### config.mk
export PLATFORM = sky130hd
export DESIGN_NAME = ram_cmd_sequencer
export DESIGN_NICKNAME = d
export VERILOG_FILES = /design/src/rtl/ram_pkg.sv /design/src/rtl/ram_cmd_fifo.sv /design/src/rtl/ram_cmd_sequencer.sv
export SDC_FILE = /design/constraint.sdc
export NUM_CORES = 1
export LEC_CHECK = 0
export ABC_AREA = 1
export BUFFER_PORTS_ARGS = -buffer_cell sky130_fd_sc_hd__buf_2
export CORE_MARGIN = 3
export CORE_UTILIZATION = 25
export CTS_BUF_LIST = sky130_fd_sc_hd__clkbuf_8
export DETAILED_ROUTE_END_ITERATION = 10
export PLACE_DENSITY_LB_ADDON = 0.1
export SYNTH_ARGS = -nofsm -noshare
export SYNTH_HDL_FRONTEND = slang
export SYNTH_HIERARCHICAL = 1
export SYNTH_SLANG_ARGS = --single-unit
### constraint.sdc
create_clock -name clk -period 5.8 [get_ports clk]
set_clock_uncertainty 0.15 [all_clocks]
set_input_delay 0 -clock clk [delete_from_list [all_inputs] [get_ports clk]]
set_output_delay 0 -clock clk [all_outputs]
set_load 0.01 [all_outputs]
### src/rtl/ram_pkg.sv
// rtl/ram_pkg.sv - shared widths, command layout and sequencer states for the RAM command path
package ram_pkg;

  localparam int ADDR_W   = 5;
  localparam int DATA_W   = 32;
  localparam int CMD_W    = 38;
  localparam int ADDR_LSB = 33;
  localparam int WR_BIT   = 32;

  typedef enum logic [2:0] {
    IDLE,
    SETUP,
    STROBE,
    HOLD,
    RESP
  } seq_state_t;

  typedef struct packed {
    logic [ADDR_W-1:0] addr;
    logic              wr;
    logic [DATA_W-1:0] data;
  } cmd_t;

  // Split a packed command word into its address / write flag / data fields
  function automatic cmd_t unpack_cmd(input logic [CMD_W-1:0] word);
    cmd_t c;
    c.addr = word[ADDR_LSB +: ADDR_W];
    c.wr   = word[WR_BIT];
    c.data = word[DATA_W-1:0];
    return c;
  endfunction

endpackage

### src/rtl/ram_cmd_fifo.sv
// rtl/ram_cmd_fifo.sv - synchronous command FIFO with registered full/empty flags
module ram_cmd_fifo #(
  parameter int WIDTH = 38,
  parameter int DEPTH = 4
) (
  input  logic             clk,
  input  logic             reset,
  input  logic             push,
  input  logic [WIDTH-1:0] din,
  input  logic             pop,
  output logic [WIDTH-1:0] dout,
  output logic             full,
  output logic             empty
);

  localparam int PTR_W = $clog2(DEPTH);
  localparam int CNT_W = PTR_W + 1;

  logic [WIDTH-1:0] mem [DEPTH];
  logic [PTR_W-1:0] wr_ptr;
  logic [PTR_W-1:0] rd_ptr;
  logic [CNT_W-1:0] count;
  logic [CNT_W-1:0] count_nxt;
  logic             do_push;
  logic             do_pop;

  // Flags are registered, so a push while full is refused even if a pop frees a slot this cycle
  assign do_push = push && !full;
  assign do_pop  = pop && !empty;

  // Head entry is read straight from storage so the consumer can latch it on the pop edge
  assign dout = mem[rd_ptr];

  // Occupancy after this cycle's push/pop
  always_comb begin
    count_nxt = count;
    case ({do_push, do_pop})
      2'b10:   count_nxt = count + CNT_W'(1);
      2'b01:   count_nxt = count - CNT_W'(1);
      default: count_nxt = count;
    endcase
  end

  // Storage write; contents need no reset because empty gates every read
  always_ff @(posedge clk) begin
    if (do_push) begin
      mem[wr_ptr] <= din;
    end
  end

  // Pointer, count and flag registers; pointers wrap modulo DEPTH
  always_ff @(posedge clk) begin
    if (reset) begin
      wr_ptr <= '0;
      rd_ptr <= '0;
      count  <= '0;
      full   <= 1'b0;
      empty  <= 1'b1;
    end else begin
      if (do_push) begin
        wr_ptr <= wr_ptr + PTR_W'(1);
      end
      if (do_pop) begin
        rd_ptr <= rd_ptr + PTR_W'(1);
      end
      count <= count_nxt;
      full  <= (count_nxt == CNT_W'(DEPTH));
      empty <= (count_nxt == '0);
    end
  end

endmodule

### src/rtl/ram_cmd_sequencer.sv
// rtl/ram_cmd_sequencer.sv - buffers command words and sequences glitch-safe accesses to the async RAM
module ram_cmd_sequencer
  import ram_pkg::*;
#(
  parameter int FIFO_DEPTH    = 4,
  parameter int SETTLE_CYCLES = 1
) (
  input  logic              clk,
  input  logic              reset,
  input  logic              cmd_valid,
  output logic              cmd_ready,
  input  logic [CMD_W-1:0]  cmd_word,
  output logic [ADDR_W-1:0] ram_address,
  output logic              ram_writeOn,
  output logic [DATA_W-1:0] ram_data_in,
  input  logic [DATA_W-1:0] ram_data_out,
  output logic              rsp_valid,
  input  logic              rsp_ready,
  output logic [DATA_W-1:0] rsp_data,
  output logic [ADDR_W-1:0] rsp_address,
  output logic              busy,
  output logic [7:0]        done_count
);

  localparam int SET_W = (SETTLE_CYCLES > 1) ? $clog2(SETTLE_CYCLES) : 1;

  seq_state_t       state;
  seq_state_t       state_nxt;
  logic             fifo_pop;
  logic             fifo_full;
  logic             fifo_empty;
  logic [CMD_W-1:0] fifo_head;
  cmd_t             head;
  logic             cur_wr;
  logic [SET_W-1:0] settle_cnt;
  logic             settle_done;

  ram_cmd_fifo #(
    .WIDTH (CMD_W),
    .DEPTH (FIFO_DEPTH)
  ) u_fifo (
    .clk   (clk),
    .reset (reset),
    .push  (cmd_valid),
    .din   (cmd_word),
    .pop   (fifo_pop),
    .dout  (fifo_head),
    .full  (fifo_full),
    .empty (fifo_empty)
  );

  assign head        = unpack_cmd(fifo_head);
  assign settle_done = (settle_cnt == SET_W'(SETTLE_CYCLES - 1));

  // Both derived only from registers, so nothing combinational reaches them from the inputs
  assign cmd_ready = !fifo_full;
  assign busy      = (state != IDLE) || !fifo_empty;

  // Next-state logic and FIFO pop request
  always_comb begin
    state_nxt = state;
    fifo_pop  = 1'b0;
    case (state)
      IDLE: begin
        if (!fifo_empty) begin
          fifo_pop  = 1'b1;
          state_nxt = SETUP;
        end
      end
      SETUP: begin
        if (settle_done) begin
          state_nxt = cur_wr ? STROBE : RESP;
        end
      end
      STROBE:  state_nxt = HOLD;
      HOLD:    state_nxt = IDLE;
      RESP: begin
        if (rsp_ready) begin
          state_nxt = IDLE;
        end
      end
      default: state_nxt = IDLE;
    endcase
  end

  // State register
  always_ff @(posedge clk) begin
    if (reset) begin
      state <= IDLE;
    end else begin
      state <= state_nxt;
    end
  end

  // RAM-side registers: address/data only move on the IDLE->SETUP edge; strobe is one cycle wide
  always_ff @(posedge clk) begin
    if (reset) begin
      ram_address <= '0;
      ram_data_in <= '0;
      cur_wr      <= 1'b0;
      ram_writeOn <= 1'b0;
    end else begin
      if (state == IDLE && fifo_pop) begin
        ram_address <= head.addr;
        ram_data_in <= head.data;
        cur_wr      <= head.wr;
      end
      ram_writeOn <= (state_nxt == STROBE);
    end
  end

  // Settle counter: restarts on each new command, advances while in SETUP
  always_ff @(posedge clk) begin
    if (reset) begin
      settle_cnt <= '0;
    end else if (state == IDLE) begin
      settle_cnt <= '0;
    end else if (state == SETUP && !settle_done) begin
      settle_cnt <= settle_cnt + SET_W'(1);
    end
  end

  // Response registers: capture the read at the end of SETUP, hold until accepted
  always_ff @(posedge clk) begin
    if (reset) begin
      rsp_valid   <= 1'b0;
      rsp_data    <= '0;
      rsp_address <= '0;
    end else if (state == SETUP && settle_done && !cur_wr) begin
      rsp_valid   <= 1'b1;
      rsp_data    <= ram_data_out;
      rsp_address <= ram_address;
    end else if (state == RESP && rsp_ready) begin
      rsp_valid <= 1'b0;
    end
  end

  // Completion counter: writes complete leaving HOLD, reads on the response handshake
  always_ff @(posedge clk) begin
    if (reset) begin
      done_count <= '0;
    end else if (state == HOLD || (state == RESP && rsp_ready)) begin
      done_count <= done_count + 8'd1;
    end
  end

endmodule

**Word level (Yosys, flattened, before mapping)**

Memory sizes are Yosys's and may differ from the RTL's. A register that Yosys moved wholly into a read port is not among the register bits.
Index checks and enable logic that the tools add are counted.

- Add/subtract/negate cells: 6
- Mux-type cells: 12
- Bitwise operators: 1
- Reductions and logical operators: 17
- Equality and inequality tests: 8

Operator list:

| operator | count |
|---|---|
| $mux W3 | 4 |
| $pmux W3 S4 | 1 |
| $eq A3 B2 Y1 const B | 3 |
| $add A8 B1 Y8 const B | 1 |
| $logic_and A1 B1 Y1 | 7 |
| $eq A3 B3 Y1 const B | 2 |
| $logic_not A3 Y1 | 2 |
| $mux W1 | 6 |
| $pmux W3 S2 | 1 |
| $add A2 B1 Y2 const B | 2 |
| $add A3 B1 Y3 const B | 1 |
| $eq A3 B1 Y1 const B | 1 |
| $logic_not A1 Y1 | 3 |
| $reduce_bool A3 Y1 | 1 |
| $sub A3 B1 Y3 const B | 1 |
| $eq A2 B1 Y1 const B | 1 |
| $eq A2 B2 Y1 const B | 1 |
| $logic_or A1 B1 Y1 | 2 |
| $reduce_bool A2 Y1 | 1 |
| $reduce_or A2 Y1 | 1 |
| $add A1 B1 Y1 const B | 1 |
| $not A1 Y1 | 1 |

- Memory bits (writable): 152
- Register bits after elaboration: 60
- Bits of input ports: 74
- Memories: 1
- Word-level logic and storage cells: 57
- Output and inout bits: 86

Memory list:

| name | words | bits a word | rd ports | clocked after memory_dff | wr ports | RTL line | RTL |
|---|---|---|---|---|---|---|---|
| u_fifo.mem | 4 | 38 | 1 | 1 | 1 | ram_cmd_fifo.sv:19 | `logic [WIDTH-1:0] mem [DEPTH];` |

**Depth between registers and ports, before layout**

Gate-level depths: netlist (run 1).

- Depth after elaboration: 6
- Gate-level depth with buffers: 15
- Depth with buffers taken out: 14

**By module**

The synthesis (run 1) kept the hierarchy.

By module, submodules not included:

| module | seq. area each (um^2) | cells an instance | area each (um^2) | times used |
|---|---|---|---|---|
| ram_cmd_fifo | 4784.6 | 438 | 6164.7 | 1 |
| ram_cmd_sequencer | 1781.7 | 416 | 3369.5 | 1 |

**Least setup slack after synthesis (run 1)**

OpenSTA, ideal clock, no wires.

- Kind: reg-to-reg
- From: register u_fifo.wr_ptr[0]
- To: memory u_fifo.mem[2][0], enable pin
- Library setup time: 0.433 ns
- Buffers on the path: 0
- Data required time: 5.217 ns
- Cell stages (with the launch flop): 5
- Arrival: 2.186 ns
- Period minus slack after synthesis: 2.769 ns
- Setup slack: 3.031 ns
- Cell sequence: dfxtp_1 -> inv_1 -> ha_1 -> inv_1 -> nor2_1

RTL lines:

| what | RTL line | RTL |
|---|---|---|
| start: declaration | ram_cmd_fifo.sv:20 | `logic [PTR_W-1:0] wr_ptr;` |
| start signal: assignment | ram_cmd_fifo.sv:61 | `wr_ptr <= wr_ptr + PTR_W'(1);` |
| end: declaration | ram_cmd_fifo.sv:19 |  |

Straight into the memory's write port.

**Worst setup path in the final report (run 1)**

- From: register state[2]
- To: register u_fifo.empty

- Cells in the longest elaborated chain, start to end: 6
- Elaborated cells on any way between the ends: 7
- Those cells by class: 2 x eq/ne; 2 x mux; 3 x reduce/logical

Ends and longest elaborated chain:

| what | RTL line | RTL |
|---|---|---|
| start: declaration | ram_cmd_sequencer.sv:27 | `seq_state_t state;` |
| start signal: assignment | ram_cmd_sequencer.sv:91 | `state <= state_nxt;` |
| $logic_not A3 Y1 (*) | ram_cmd_sequencer.sv:63 | `case (state)` |
| $mux W1 (*) | ram_cmd_sequencer.sv:63 |  |
| $logic_and A1 B1 Y1 (*) | ram_cmd_fifo.sv:29 | `assign do_pop = pop && !empty;` |
| $eq A2 B1 Y1 / $eq A2 B2 Y1 (equally long branches) | ram_cmd_fifo.sv:37 | `case ({do_push, do_pop})` |
| $pmux W3 S2 (*) | ram_cmd_fifo.sv:37 |  |
| $logic_not A3 Y1 (*) | ram_cmd_fifo.sv:68 | `empty <= (count_nxt == '0);` |
| end signal: assignment | ram_cmd_fifo.sv:68 |  |
| end: declaration | ram_cmd_fifo.sv:13 | `output logic empty` |

Mark *: on every way between the ends. The rest lies on a longest branch, timed or not.
A chain may end at the register's enable or synchronous reset.

==> impl_metrics.csv, run 1 <==
group,metric,value,unit
run_status,status,"complete, no violations",
setup_path,path_buf_inv,5,
setup_path,cp-end-kind,"flip-flop",
yosys,synth-simple-area-share,13.4,%
cts,cts_hold_buf,83,
die,row_count,70,
routing,finalWirelength,26.0,mm
setup_path,crit_chain,"nor2_4 -> nand3b_4 -> inv_2 -> inv_1 -> nor2_1 -> ha_1 -> inv_1 -> fa_1 -> o21ai_0 -> inv_1 -> nand2_1 -> inv_1 -> nand3_1 -> nand2_1",
min_path,hold_depth,2,
setup_path,timing.rr.start,"state[2]$_SDFF_PP0_",
setup_path,path_max_fanout,40,
setup_path,r2r-end,"u_fifo/empty$_SDFF_PP1_",
global_route,grt_pass1_vias,7256,
min_path,hold_path_class,"in2reg",
setup_path,start_kind,"flip-flop",
die,die_height,201,um
yosys,synthDistinctLibCells,28,
final_layout,instances_no_fill,1644,
global_route,grt_first_pass_wirelength,41.1,mm
cts,clock-sinks,252,
routing,dr_total_vias,7057,
yosys,synth-edff-count,152,
timing,fin_crit,2.96,ns
timing,tns,0,ns
final_layout,drive_above_1_share,22.9,%
global_route,grt_use_met2,19.5,%
routing,vias_per_cell,4.29,
yosys,netlist_instances,854,
yosys,syn_nets,935,
yosys,ys.flop_type,"edfxtp_1",
yosys,yosysSeqAreaShare,68.9,%
flow_run,drv_cap,0,
cts,clockBufferDepth,3,
yosys,yosys.area_share.adder,0.997,%
place,dp.cells,1475,
power,p_leak,4.77,nW
cts,cts-root-buf,"clkbuf_8",
setup_path,r2r_slack,2.84,ns
place,place_congestion,0.693,
cts,htreeDepth,2,
die,io_pins,160,
routing,ant_nets,0,
yosys,synth-compound-area-share,11.6,%
timing,slew_violations,0,
yosys,synth_top_family_by_area,"simple AND/OR/NAND/NOR gates",
timing,slew_headroom,42.4,%
yosys,muxShareOfSynthArea,0,%
global_route,busiest_layer,"met2",
yosys,ys_ff_latch,252,
setup_path,worst-path-stages,14,
die,core_area,0.0371,sq mm
final_layout,area_delta_synth_final,30.9,%
die,dieWidth,201,um
yosys,async_reset_ff_share,0,%
power,powerDensity,378,mW/mm^2
timing,fin_crit_sh,51.1,%
die,dieArea,0.0405,sq mm
cts,postCtsSetupRepairBufs,0,
cts,cts_resized,0,
setup_path,cpPeakStageDelay,0.48,ns
routing,wl_per_cell,15.8,um
routing,drt_iter0_drc,267,
final_layout,diodes,0,
global_route,grt_start_max_net_pins,77,
setup_path,crit_family,"simple AND/OR/NAND/NOR gates",
cts,cts-buffers-inserted,46,
timing,rsz0062_at_grt,"no",
global_route,overflow,0,
routing,first_pass_iters,4,
routing,drc_errors,0,
yosys,synth_xor_area_share,0.184,%
cts,clock_latency,0.57,ns
yosys,synth.avg_cell_area,11.2,sq um
global_route,grt_antenna_before_repair,1,
cts,cts_tree,"built",
yosys,synth_top_area_share,47.9,%
yosys,netlist_area,0.00953,sq mm
setup_path,r2r_cells,14,
setup_path,crit_required,6.09,ns
yosys,yosys.area.top_type,"edfxtp_1",
power,vdd_drop_max,0.166,mV
setup_path,worstSetupPathType,"reg2reg",
yosys,ys_warn_count,6,
timing,fmax,0.338,GHz
timing,tightest_slew,0.863,ns
die,initial_core_util,25.7,%
global_route,grtUsageTotal,12.6,%
setup_path,critPathArrivalTime,3.25,ns
global_route,grt.met3_usage,3.24,%
final_layout,fill_cells,3948,
setup_path,worst_path_max_delay_cell,"nand3b_4",
final_layout,finalNetCount,1183,
timing,finalSetupViolCount,0,
place,place.detailed.hpwl,14.0,mm
setup_path,crit_path_frequent_cell,"inv_1",
global_route,gr-usage-met1,17.5,%
min_path,hp-start,"cmd_word[2]",
timing,hold_viol_final,0,
cts,cts.clk_slew.worst_paths,0.06,ns
min_path,whs_endpoint,"u_fifo/mem[0][2]$_DFFE_PP_",
yosys,netlist_top_cells_area,"edfxtp_1, dfxtp_1, nand2_1",
place,portBuffers,159,
how the worst max path moves through the flow:
stage	startpoint	endpoint	slack, ns
after floorplan	u_fifo/wr_ptr[0]$_SDFFE_PP0P_	u_fifo/mem[2][0]$_DFFE_PP_	3.03
after global placement	state[2]$_SDFF_PP0_	u_fifo/empty$_SDFF_PP1_	2.83
after detailed placement	state[2]$_SDFF_PP0_	u_fifo/empty$_SDFF_PP1_	2.77
after CTS	state[2]$_SDFF_PP0_	u_fifo/empty$_SDFF_PP1_	2.76
after global routing	state[2]$_SDFF_PP0_	u_fifo/empty$_SDFF_PP1_	2.52
final	state[2]$_SDFF_PP0_	u_fifo/empty$_SDFF_PP1_	2.84
kinds of logic (layout without fill, tap and decap cells):
| logic type | after synthesis | count (layout) |
|---|---|---|
| AND/OR/NAND/NOR | 296 | 296 |
| adder cells (fa/ha/maj) | 7 | 7 |
| buffers and inverters | 86 | 372 |
| flip-flops | 252 | 252 |
| XOR/XNOR | 2 | 2 |
| AO/OA/AOI/OAI | 211 | 211 |
synth_stat cells (4+ instances only):
cell type / instances
nand3_2: 10
buf_4: 9
inv_2: 4
o21ai_0: 75
nand3_1: 38
o22ai_1: 38
o21ai_1: 8
ha_1: 6
a21oi_1: 89
clkbuf_2: 4
nand2_1: 141
edfxtp_1: 152
dfxtp_1: 100
nor2_1: 98
inv_1: 28
buf_2: 13
clkbuf_1: 15
buf_6: 13
per-stage QoR:
step	hold slack (ns)	util, %	instance area [sq um]	power, mW	setup slack [ns]
floorplan	-0.0776	-	9530	2.80	3.03
global placement	0.0740	28.9	10700	3.10	2.83
detailed placement	0.0673	28.9	10700	3.10	2.77
CTS	0.000956	33.6	12500	4.84	2.76
global route	0.0164	33.6	12500	5.03	2.52
finish	0.0456	33.6	12500	4.72	2.84
power breakdown:
group          leakage (nW)  switching (mW)  internal [mW]
logic                  2.04           0.610          0.308
registers              2.21          0.0793           2.08
clock network         0.520           0.750          0.895
flip-flops by register name (all words and copies together) (netlist names), 2 cells and up, named ones only:
name           cells
u_fifo/mem       152
ram_data_in       32
rsp_data          32
done_count         8
ram_address        5
rsp_address        5
state              3
u_fifo/count       3
u_fifo/rd_ptr      2
u_fifo/wr_ptr      2
final cells by class:
| cell class | instances | area (sq um) | share of cell area, % |
|---|---|---|---|
| Multi-Input combinational cell | 516 | 2530 | 20.3 |
| Timing Repair Buffer | 254 | 1720 | 13.8 |
| Clock inverter | 32 | 168 | 1.34 |
| Sequential cell | 252 | 6570 | 52.6 |
| Tap cell | 504 | 631 | 5.05 |
| Inverter | 32 | 120 | 0.962 |
| Clock buffer | 54 | 743 | 5.96 |
cells in the final DEF, fill, tap and decap left out, drive strengths merged:
| master | instances |
|---|---|
| buf | 171 |
| edfxtp | 152 |
| nand2 | 142 |
| dfxtp | 100 |
| nor2 | 99 |
| a21oi | 89 |
| dlygate4sd3 | 83 |
| o21ai | 83 |
| clkbuf | 54 |
| nand3 | 48 |
| inv | 47 |
| o22ai | 38 |
| clkinv | 14 |
| ha | 6 |
| nand4 | 3 |
| xor2 | 2 |
| clkinvlp | 2 |
| nand3b | 2 |
| nor3 | 1 |
| nor3b | 1 |
| a31oi | 1 |
| bufinv | 1 |
| fa | 1 |
metal layers:
| metal | routed length (um) | vias to the layer above |
|---|---|---|
| met2 | 11200 | 166 |
| met1 | 12900 | 3348 |
| met3 | 1360 | 42 |
| met4 | 449 | 2 |
| li1 | - | 3499 |
| met5 | 13 | - |
Power figures use the tool's default switching activity.
==> run 2: changes to the inputs <==
==> constraint.sdc (replaced) <==
create_clock -name clk -period 3 [get_ports clk]
set_clock_uncertainty 0.15 [all_clocks]
set_input_delay 0 -clock clk [delete_from_list [all_inputs] [get_ports clk]]
set_output_delay 0 -clock clk [all_outputs]
set_load 0.01 [all_outputs]
==> run 2 against run 1 <==
Power rose by 94%. Via count rose by 1.1%. Combinational power rose by 110%. Setup slack got worse by 2.3 ns. Maximum frequency rose by 21%. Clock power rose by 90%. Critical endpoint unchanged. Largest power group unchanged.
==> impl_metrics.csv, run 2 (synthesis gave the netlist of run 1 again) <==
group,metric,value,unit
timing,fin_crit,2.45,ns
cts,clockBufferDepth,3,
routing,wl_per_cell,15.6,um
routing,ant_nets,0,
routing,wl_met3,1.44,mm
final_layout,post-route-cell-area,0.0128,sq mm
setup_path,r2r_cells,14,
timing,slew_headroom,44.6,%
setup_path,crit_chain,"nor2_4 -> nand3b_4 -> inv_2 -> inv_1 -> nor2_1 -> ha_1 -> inv_1 -> fa_1 -> o21ai_0 -> inv_1 -> nand2_1 -> inv_1 -> nand3_1 -> nand2_1",
cts,clock-sinks,252,
setup_path,worst_path_max_delay_cell,"fa_1",
place,portBuffers,159,
routing,finalWirelength,26.3,mm
timing,hold_viol_final,0,
global_route,overflow,0,
final_layout,finalNetCount,1218,
timing,finalSetupViolCount,0,
die,dieArea,0.0405,sq mm
power,swShare,30.4,%
place,place.detailed.hpwl,14.2,mm
timing,fin_crit_sh,81.6,%
timing,fmax,0.408,GHz
global_route,grt_first_pass_wirelength,41.5,mm
die,dieWidth,201,um
setup_path,crit_path_frequent_cell,"inv_1",
power,p_clk_share,34.0,%
final_layout,final_cell_mix,"buf_2, edfxtp_1, nand2_1",
routing,drt-met1-wl,12.7,mm
timing,tightest_slew,0.830,ns
cts,cts-buffers-inserted,47,
setup_path,cp-end-kind,"flip-flop",
setup_path,worstSetupPathType,"reg2reg",
global_route,grt_antenna_before_repair,1,
final_layout,drive_above_1_share,21.9,%
routing,dr_wl_met2,11.6,mm
power,vdd_drop_max,0.334,mV
die,row_count,70,
setup_path,start_kind,"flip-flop",
routing,vias_per_cell,4.25,
power,combPwrFrac,20.6,%
die,io_pins,160,
die,die_height,201,um
cts,cts-root-buf,"clkbuf_8",
power,p_switching,2.79,mW
cts,cts_tree,"built",
global_route,grt_pass1_vias,7390,
setup_path,critPathArrivalTime,2.77,ns
routing,drc_errors,0,
setup_path,crit_required,3.32,ns
power,intPower,6.39,mW
global_route,grtUsageTotal,12.8,%
global_route,grt_start_max_net_pins,77,
timing,slew_violations,0,
timing,hold_ws,0.0453,ns
final_layout,largest_register_ff_count,152,
final_layout,reg.largest.list,"u_fifo/mem (152), ram_data_in (32), rsp_data (32)",
die,initial_core_util,25.7,%
power,total_power,9.18,mW
flow_run,drv_cap,0,
final_layout,final_core_util,34.5,%
routing,first_pass_iters,4,
routing,dr_total_vias,7136,
place,place_congestion,0.686,
cts,cts.clk_slew.worst_paths,0.06,ns
cts,clock_latency,0.58,ns
cts,postCtsSetupRepairBufs,0,
routing,drt_iter0_drc,286,
routing,routed.top_layer,"met4",
place,place_area,0.0108,sq mm
final_layout,top_register,"u_fifo/mem",
cts,htreeDepth,2,
min_path,hold_depth,2,
power,p_leak,5.05,nW
min_path,hold_path_class,"in2reg",
final_layout,area_delta_synth_final,34.4,%
setup_path,path_max_fanout,5,
run_status,status,"complete, no violations",
die,core_area,0.0371,sq mm
power,powerDensity,717,mW/mm^2
power,pwr-share-seq,45.4,%
final_layout,final_common_cell,"buf_2",
setup_path,cpPeakStageDelay,0.43,ns
timing,tns,0,ns
timing,rsz0062_at_grt,"no",
==> run 2: per-stage QoR <==
stage | worst slack [ns] | cells
after CTS | 0.539 | 1680
after detailed placement | 0.542 | 1479
after floorplan | 0.231 | 854
after global routing | 0.282 | 1681
after global placement | 0.583 | 1479
final | 0.551 | 1681
==> run 2: path summary, 6_finish.rpt <==
path	from	end	slack (ns)
setup / recovery	state[2]$_SDFF_PP0_	u_fifo/empty$_SDFF_PP1_	0.55
hold reg to reg	rsp_address[0]$_SDFFE_PP0P_	rsp_address[0]$_SDFFE_PP0P_	0.31
hold / removal	cmd_word[19]	u_fifo/mem[3][19]$_DFFE_PP_	0.05
setup reg to reg	state[2]$_SDFF_PP0_	u_fifo/empty$_SDFF_PP1_	0.55
==> run 2: timing repair <==
action / CTS / global route
hold buffers: 113 / 0
endpoints found under the hold margin: 218 / 0
gates resized for setup: 0 / 0
==> run 2: cell type report <==
cell class | count | area [sq um]
Clock buffer | 56 | 771
Clock inverter | 32 | 129
Timing Repair Buffer | 288 | 2060
Sequential cell | 252 | 6570
Fill cell | 3873 | 24300
Antenna cell | 1 | 2.50
Tap cell | 504 | 631
Inverter | 32 | 120
Multi-Input combinational cell | 516 | 2530
==> run 2: per-layer routing <==
layer	up-vias	track usage [%]
met5	-	0
met4	0	4.09
met3	49	3.15
met2	170	20.1
met1	3355	17.3
li1	3562	-
==> run 2: power by group through the flow <==
| stage | Combinational [mW] | Sequential [mW] | Clock [mW] |
|---|---|---|---|
| 2_1_floorplan | 1.08 | 4.32 | 0 |
| 6_report | 1.89 | 4.17 | 3.12 |
| 4_1_cts | 1.95 | 4.17 | 3.28 |
| 3_5_place_dp | 1.78 | 4.24 | 0 |
| 5_1_grt | 2.13 | 4.21 | 3.43 |
| 3_3_place_gp | 1.79 | 4.24 | 0 |
==> run 2: worst max-delay path, delay by kind of cell, from the launching register on <==
| kind | cells | cell delay [ns] |
|---|---|---|
| AND/OR/NAND/NOR | 6 | 0.72 |
| adder cells (fa/ha/maj) | 2 | 0.66 |
| flip-flops | 1 | 0.38 |
| buffers and inverters | 5 | 0.28 |
| AO/OA/AOI/OAI | 1 | 0.16 |
==> run 3: changes to the inputs <==
==> constraint.sdc (replaced) <==
create_clock -name clk -period 2.5 [get_ports clk]
set_clock_uncertainty 0.15 [all_clocks]
set_input_delay 0 -clock clk [delete_from_list [all_inputs] [get_ports clk]]
set_output_delay 0 -clock clk [all_outputs]
set_load 0.01 [all_outputs]
==> run 3 against run 2 <==
Non-clock buffer count is 17 higher. Critical endpoint is now rsp_data[31]$_SDFFE_PP0P_. Maximum frequency is 11% higher. Setup slack worse by 0.26 ns. Clock power is 29% higher. Power is 24% higher. Die area stayed put. Final area is 2.3% higher. Combinational power is 24% higher. Routed wire length is 1.7% higher. Highest routed layer unchanged.
==> impl_metrics.csv, run 3 (synthesis gave the netlist of run 1 again) <==
group,metric,value,unit
cts,clock_latency,0.57,ns
timing,fin_crit,2.21,ns
timing,slew_headroom,62.9,%
routing,ant_nets,0,
place,place.detailed.hpwl,15.7,mm
final_layout,diodes,0,
routing,finalWirelength,26.7,mm
global_route,gr-usage-met1,18.1,%
global_route,grtUsageTotal,13.1,%
global_route,grt_use_met2,20.6,%
timing,fin_crit_sh,88.3,%
timing,tightest_slew,0.557,ns
cts,cts.clk_slew.worst_paths,0.06,ns
final_layout,drive_above_1_share,23.4,%
die,die_height,201,um
routing,drc_errors,0,
setup_path,cp-end-kind,"flip-flop",
power,powerDensity,868,mW/mm^2
place,place_congestion,0.737,
cts,htreeDepth,2,
final_layout,final_core_util,35.3,%
cts,clockBufferDepth,3,
place,portBuffers,159,
final_layout,seq_area,0.00657,sq mm
die,dieArea,0.0405,sq mm
final_layout,finalNetCount,1235,
final_layout,final_cell_mix,"buf_2, edfxtp_1, nand2_1",
cts,clock-sinks,252,
final_layout,reg.largest.list,"u_fifo/mem (152), ram_data_in (32), rsp_data (32)",
routing,drt_iter0_drc,278,
final_layout,largest_register_ff_count,152,
routing,dr_total_vias,7282,
min_path,hold_path_class,"in2reg",
min_path,hold_depth,2,
setup_path,crit_required,2.78,ns
setup_path,worstSetupPathType,"reg2reg",
die,initial_core_util,25.7,%
routing,wl_per_cell,15.8,um
die,io_pins,160,
routing,first_pass_iters,4,
setup_path,critPathArrivalTime,2.49,ns
setup_path,timing.rr.start,"state[2]$_SDFF_PP0_",
final_layout,fill_cells,3873,
global_route,grt.met3_usage,3.33,%
final_layout,top_register,"u_fifo/mem",
timing,rsz0062_at_grt,"no",
die,dieWidth,201,um
power,p_leak,5.13,nW
setup_path,start_kind,"flip-flop",
setup_path,path_max_fanout,21,
global_route,busiest_layer,"met2",
global_route,overflow,0,
min_path,whs_endpoint,"u_fifo/mem[0][14]$_DFFE_PP_",
global_route,grt_pass1_vias,7378,
setup_path,r2r-end,"rsp_data[31]$_SDFFE_PP0P_",
die,row_count,70,
setup_path,r2r_slack,0.29,ns
cts,cts-root-buf,"clkbuf_8",
setup_path,r2r_cells,7,
timing,slew_violations,0,
final_layout,final_common_cell,"buf_2",
timing,fmax,0.453,GHz
global_route,grt_antenna_before_repair,0,
final_layout,multi_input_area,0.00253,sq mm
global_route,grt_start_max_net_pins,49,
power,vdd_drop_max,0.453,mV
global_route,grt_first_pass_wirelength,42.6,mm
final_layout,area_delta_synth_final,37.4,%
timing,tns,0,ns
timing,finalSetupViolCount,0,
timing,hold_viol_final,0,
flow_run,drv_cap,0,
die,core_area,0.0371,sq mm
cts,cts-buffers-inserted,47,
min_path,hp-start,"cmd_word[14]",
cts,cts_tree,"built",
routing,vias_per_cell,4.30,
run_status,status,"complete, no violations",
-- run 3: worst max path at each step --
| stage | slack, ns | start | end | depth (start not counted) |
|---|---|---|---|---|
| floorplan | 0.05 | state[2]$_SDFF_PP0_ | u_fifo/empty$_SDFF_PP1_ | 15 |
| global placement | 0.29 | state[2]$_SDFF_PP0_ | u_fifo/empty$_SDFF_PP1_ | 14 |
| detailed placement | 0.28 | state[2]$_SDFF_PP0_ | u_fifo/empty$_SDFF_PP1_ | 14 |
| CTS | 0.27 | state[2]$_SDFF_PP0_ | u_fifo/empty$_SDFF_PP1_ | 14 |
| global route | 0.07 | state[2]$_SDFF_PP0_ | u_fifo/empty$_SDFF_PP1_ | 14 |
| finish | 0.29 | state[2]$_SDFF_PP0_ | rsp_data[31]$_SDFFE_PP0P_ | 7 |
-- run 3: worst max-delay path: stages, from the launching register on --
cell           delay [ns]
dfxtp_1              0.33
buf_4                0.16
nor3_4               0.37
nand2_1              0.12
buf_4                0.24
nand2_1              0.08
a21oi_1              0.06
dlygate4sd3_1        0.57
-- run 3: repair_timing --
item / 4_1_cts / 5_1_grt
setup buffers: 0 / 0
hold endpoints to repair: 259 / 0
hold buffers: 120 / 0
resized for setup: 0 / 0
-- run 3: per-layer routing --
metal	share of wire, %	vias up	routed length, um
met3	5.9	51	1580
met5	0	-	0
met1	48	3435	12800
met4	2.1	0	564
met2	44	194	11800
li1	-	3602	-
-- run 3: layout make-up --
type	instances	area share, %
flip-flops and latches	252	50.1
well taps	504	4.81
clock buffers	60	6.30
inverters	32	0.917
multi-input cells	516	19.3
repair buffers	305	17.4
clock inverters	26	1.11
-- run 3: power by group --
part | switching, mW | internal, mW
sequential | 0.192 | 4.82
clock | 1.75 | 2.26
combinational | 1.47 | 0.877
total | 3.41 | 7.96
-- run 3: per-stage QoR --
| stage | std cells | hold slack, ns | cell area, sq um | power (mW) | setup slack (ns) |
|---|---|---|---|---|---|
| after floorplan | 854 | -0.0776 | 9540 | 6.49 | 0.0503 |
| after global placement | 1489 | 0.0784 | 10900 | 7.31 | 0.289 |
| after detailed placement | 1489 | 0.0740 | 10900 | 7.31 | 0.281 |
| after CTS | 1695 | 0.00131 | 13100 | 11.6 | 0.265 |
| after global routing | 1695 | 0.0210 | 13100 | 12.1 | 0.0693 |
| final | 1695 | 0.0527 | 13100 | 11.4 | 0.292 |
